File: config.mk
export PLATFORM = sky130hd
export DESIGN_NAME = alu_accum_ctrl
export DESIGN_NICKNAME = d
export VERILOG_FILES = /design/src/rtl/alu_accum_ctrl.sv
export SDC_FILE = /design/constraint.sdc
export NUM_CORES = 1
export LEC_CHECK = 0
export ABC_AREA = 1
export BUFFER_PORTS_ARGS = -buffer_cell sky130_fd_sc_hd__buf_2
export CAP_MARGIN = 5
export CORE_ASPECT_RATIO = 0.8
export CORE_MARGIN = 4
export CORE_UTILIZATION = 23
export CTS_CLUSTER_SIZE = 40
export DETAILED_ROUTE_END_ITERATION = 8
export SYNTH_ARGS = -nofsm -noshare
export SYNTH_HDL_FRONTEND = slang
export SYNTH_SLANG_ARGS = --single-unit
File: constraint.sdc
create_clock -name clk -period 2.52 [get_ports clk]
set_clock_uncertainty 0.05 [all_clocks]
set_input_delay 0.504 -clock clk [delete_from_list [all_inputs] [get_ports clk]]
set_output_delay 0.504 -clock clk [all_outputs]
set_load 0.02 [all_outputs]
File: src/rtl/alu_accum_ctrl.sv
// Command-side controller for a 4-bit ALU: owns the accumulator and carry, and sequences IDLE -> EXEC -> RESP.
// A command is accepted at E0, the result is captured at E1, and rsp_valid holds until rsp_ready is seen.
module alu_accum_ctrl #(
    parameter int WIDTH = 4,
    parameter int CNT_W = 8
) (
    input  logic             clk,
    input  logic             rst,
    input  logic             cmd_valid,
    output logic             cmd_ready,
    input  logic [2:0]       cmd_op,
    input  logic [WIDTH-1:0] cmd_data,
    output logic [WIDTH-1:0] alu_a,
    output logic [WIDTH-1:0] alu_b,
    output logic [1:0]       alu_c,
    input  logic [WIDTH-1:0] alu_accout,
    input  logic             alu_cout,
    output logic             rsp_valid,
    input  logic             rsp_ready,
    output logic [WIDTH-1:0] rsp_acc,
    output logic             rsp_carry,
    output logic             rsp_err,
    output logic [CNT_W-1:0] op_count
);

    typedef enum logic [1:0] {IDLE, EXEC, RESP} state_t;

    localparam logic [2:0] OP_LOAD  = 3'b100;
    localparam logic [2:0] OP_CLEAR = 3'b101;

    state_t           state, next_state;
    logic [2:0]       op_r;
    logic [WIDTH-1:0] data_r;
    logic [WIDTH-1:0] acc;
    logic             carry;
    logic             err;

    always_ff @(posedge clk or posedge rst) begin
        if (rst) state <= IDLE;
        else     state <= next_state;
    end

    always_comb begin
        next_state = state;
        case (state)
            IDLE:    if (cmd_valid) next_state = EXEC;
            EXEC:    next_state = RESP;
            RESP:    if (rsp_ready) next_state = IDLE;
            default: next_state = IDLE;
        endcase
    end

    always_ff @(posedge clk or posedge rst) begin
        if (rst) begin
            op_r     <= '0;
            data_r   <= '0;
            acc      <= '0;
            carry    <= 1'b0;
            err      <= 1'b0;
            op_count <= '0;
        end else begin
            case (state)
                IDLE: if (cmd_valid) begin
                    op_r   <= cmd_op;
                    data_r <= cmd_data;
                end
                EXEC: begin
                    err <= 1'b0;
                    if (!op_r[2]) begin
                        acc   <= alu_accout;
                        carry <= alu_cout;
                    end else if (op_r == OP_LOAD) begin
                        acc   <= data_r;
                        carry <= 1'b0;
                    end else if (op_r == OP_CLEAR) begin
                        acc   <= '0;
                        carry <= 1'b0;
                    end else begin
                        err <= 1'b1;
                    end
                end
                RESP: if (rsp_ready) op_count <= op_count + 1'b1;
                default: ;
            endcase
        end
    end

    // ALU ports show the command operands only while an ALU op is executing.
    always_comb begin
        alu_a = acc;
        alu_b = '0;
        alu_c = 2'b00;
        if (state == EXEC && !op_r[2]) begin
            alu_b = data_r;
            alu_c = op_r[1:0];
        end
    end

    assign cmd_ready = (state == IDLE);
    assign rsp_valid = (state == RESP);
    assign rsp_acc   = acc;
    assign rsp_carry = carry;
    assign rsp_err   = err;

endmodule
==> Word level (Yosys, flattened, before mapping) <==
Index checks and enable logic that the tools add are counted.
{ "totals": {"regBits": 23, "in_bits": 16} }
{ "op_classes": {"addsub": 1, "eq_ne": 7, "muxes": 14, "reduce_logical": 7} }
{ "ops": {"columns": ["cell", "count"], "rows": [
  ["$mux 4", 4],
  ["$add 8x1->8 const B", 1],
  ["$reduce_and 2->1", 4],
  ["$eq 3x3->1 const B", 2],
  ["$mux 1", 6],
  ["$mux 2", 3],
  ["$pmux 2 s3", 1],
  ["$ne 3x1->1 const B", 1],
  ["$eq 2x1->1 const B", 1],
  ["$eq 2x2->1 const B", 1],
  ["$logic_not 2->1", 1],
  ["$ne 2x1->1 const B", 1],
  ["$ne 2x2->1 const B", 1],
  ["$logic_and 1x1->1", 1],
  ["$logic_not 1->1", 1]
]} }

==> Depth between registers and ports, before layout <==
{ "logic_depth": {"word_depth": 4, "ltp_mapped": 7} }

==> Worst setup path before layout <==
Ideal clock, no wire load.
{ "synth_path": {"path_kind": "register -> output", "startpoint": "register state[1]", "endpoint": "output port alu_b[0]", "arrival_time_ns": 1.079, "required_ns": 1.966, "slack_ns": 0.887, "stages_incl_launch_ff": 4, "path_buffers": 0, "path_cell_list": "dfrtp_1 > nor2_2 > nand2_1 > nor2_1"} }
{ "synth_between": {"elab_chain_cells": 3} }
{ "synth_lines": {"columns": ["item", "line", "source"], "rows": [
  ["start, declared", "31", "state_t state, next_state;"],
  ["start signal, assigned", "40", "else state <= next_state;"],
  ["$eq 2x1->1", "93", "if (state == EXEC && !op_r[2]) begin"],
  ["$logic_and 1x1->1", "93", null],
  ["$mux 4", "93", null],
  ["end, declared", "14", "output logic [WIDTH-1:0] alu_b,"]
]} }
No other way between the ends.

==> Worst setup path after layout <==
{ "layout_path": {"startpoint": "register state[1]", "endpoint": "output port alu_c[0]"} }
{ "layout_between": {"elab_chain_cells": 3} }
{ "layout_lines": {"columns": ["item", "line", "source"], "rows": [
  ["$eq 2x1->1", "93", null],
  ["$logic_and 1x1->1", "93", null],
  ["$mux 2", "93", null],
  ["end, declared", "15", "output logic [1:0] alu_c,"]
]} }
No other way between the ends.

==> impl_metrics.json <==
{
  "drt_iter0_markers": 25,
  "yosys_warnings": 0,
  "cp.required_ns": 1.97,
  "hold_class": "in2async",
  "cts_buffer_depth": 2,
  "area_growth_pct": 26.2,
  "grtUsageTotal_pct": 8.66,
  "rsz0062_at_grt": "no",
  "fp.dieH_um": 70.3,
  "ys_seq_elements": 23,
  "num_vias": 911,
  "min_period_ns": 1.97,
  "rows": 22,
  "grt_max_degree": 24,
  "fmax_mhz": 507,
  "drive_above_1_share_pct": 32.4,
  "synth_top_cell_area_share_pct": 51.6,
  "worst_slew_margin_rel_pct": 79.3,
  "cts_tree": "built",
  "die_w_um": 85.8,
  "grt_pass1_vias": 847,
  "coreArea_um2": 4620,
  "htreeDepth": 1,
  "ys_types": 19,
  "grt-busiest-layer": "met1",
  "holdBufCountCts": 0,
  "start_kind": "flop",
  "wirelength_um": 2470,
  "cap_violations": 0,
  "use_met1_pct": 12.5,
  "met2_usage_pct": 12.4,
  "dieArea_um2": 6030,
  "crit_arrival_ns": 1.42,
  "max_slew.worst_pin.slew_ns": 0.310,
  "post-route-util_pct": 30.4,
  "synth_largest_area_cell": "dfrtp_1",
  "fin_tns_setup_ns": 0,
  "setup_viol": 0,
  "yosysSeqAreaShare_pct": 51.6,
  "power_density_nw_per_um2": 1090,
  "leakage_nw": 0.793,
  "hold_viol": 0,
  "io_pins": 42,
  "clk_pin_slew_ns": 0.08,
  "critPathKind": "reg2out",
  "timing.final.crit_share_pct": 78.3,
  "pre_cts_ws_ns": 0.819,
  "antenna_found_initial": 0,
  "start_util_pct": 24.1,
  "place.detailed.hpwl_um": 1970,
  "grt_overflow_total": 0,
  "grtUsageMet3_pct": 2.71,
  "fin_ws_ns": 0.546,
  "crit_fanout": 6,
  "endpoint_kind": "primary output",
  "syn_nets": 149,
  "syn_area_um2": 1110,
  "routedWlPerCell_um": 10.6,
  "status": "finished, final reports clean",
  "synth_cells": 132,
  "gp_congestion": 0.751,
  "ys_top_cells_by_area": "dfrtp_1 (52%), nand2_1 (14%), inv_1 (5.7%)",
  "drtPass1Iterations": 4,
  "clk_latency_ns": 0.26,
  "slew_viol_final": 0,
  "ant_nets": 0,
  "ctsRootBufferMaster": "clkbuf_8",
  "antenna_cells": 0,
  "nets": 191,
  "io_buffer_count": 41,
  "clock_sinks": 23,
  "viasPerCell": 3.91,
  "avgSynthCellArea_um2": 8.45,
  "ff2ff_path_depth": 5,
  "ir_worst_vdd_v": 0.000508,
  "route.detailed.drc": 0,
  "total_power_mw": 1.54,
  "grt_pass1_wl_um": 4150,
  "cts_resized": 0,
  "post_cts_buffers": 0,
  "numCtsBuffers": 3
}
==> metal layers <==
layer	part of all wire (%)	wire length (um)
met1	52	1290
met2	42	1030
met3	4.9	120
met4	1.1	28
met5	0	0
==> synth_stat cells (all sizes together) <==
cell type and n:
inv 21, xor2 2, buf 5, dfrtp 23
o21ai 12, o21bai 1, nor2 14, ha 1
nand3 10, xnor2 2, nand2 41
==> worst paths after layout <==
kind	startpoint	endpoint	slack (ns)
max	state[1]	alu_c[0]	0.55
min	rst	alu_a[3]	0.22
max reg2reg	op_r[2]	alu_a[2]	1.33
min reg2reg	rsp_carry	rsp_carry	0.43
max in group asynchronous	rst	state[1]	1.96
min in group clk	cmd_data[2]	data_r[2]	0.40
==> report_power, final <==
| part | total (mW) | internal, mW | switching (mW) |
|---|---|---|---|
| registers | 0.609 | 0.509 | 0.100 |
| logic | 0.696 | 0.221 | 0.475 |
| clock network | 0.234 | 0.113 | 0.121 |
==> metrics by stage <==
| step | hold WS (ns) | area, um^2 | std cells |
|---|---|---|---|
| 5_1_grt | 0.261 | 1410 | 233 |
| 2_1_floorplan | 0.445 | 1110 | 132 |
| 4_1_cts | 0.230 | 1410 | 233 |
| 6_report | 0.223 | 1410 | 233 |
| 3_3_place_gp | 0.417 | 1360 | 229 |
| 3_5_place_dp | 0.415 | 1360 | 229 |
==> final cells by class <==
cell class	instances	area, um^2
flip-flops and latches	23	576
inverters	21	78.8
repair buffers	42	213
well taps	60	75.1
clock buffers	4	45.0
fillers	513	3220
multi-input cells	83	419
==> cell families after synthesis <==
| family | Yosys count | share of synthesized area (%) |
|---|---|---|
| AND/OR/NAND/NOR | 65 | 26.9 |
| buffers and inverters | 26 | 10.8 |
| flip-flops | 23 | 51.6 |
| AO/OA/AOI/OAI | 13 | 6.40 |
| XOR/XNOR | 4 | 3.14 |
| adder cells (fa/ha/maj) | 1 | 1.12 |
==> layout by cell type, fill, tap and decap left out <==
master	Yosys	final
nor2_2	3	3
o21ai_1	7	7
o21bai_1	1	1
buf_4	4	1
o21ai_2	1	1
dfrtp_1	23	23
xor2_1	2	2
ha_1	1	1
inv_1	17	17
clkbuf_1	0	1
nor2_8	1	1
inv_2	4	4
nor2_4	1	1
clkbuf_8	0	3
xnor2_1	2	2
o21ai_0	4	4
buf_2	0	41
nand3_4	1	1
nor2_1	9	9
nand3_1	9	9
nand2_1	41	41
==> registers in the layout, summed over array words and instances (netlist names) <==
signal	flops
rsp_err	1
op_count	8
alu_a	4
rsp_carry	1
op_r	3
state	2
data_r	4
==> worst max-delay path, stage by stage, from the launching register on <==
cell     delay [ns]
dfrtp_1        0.46
nor2_2         0.23
nand2_1        0.17
nor2_1         0.13
buf_2          0.17
No activity file was read; power rests on OpenSTA's default activity.
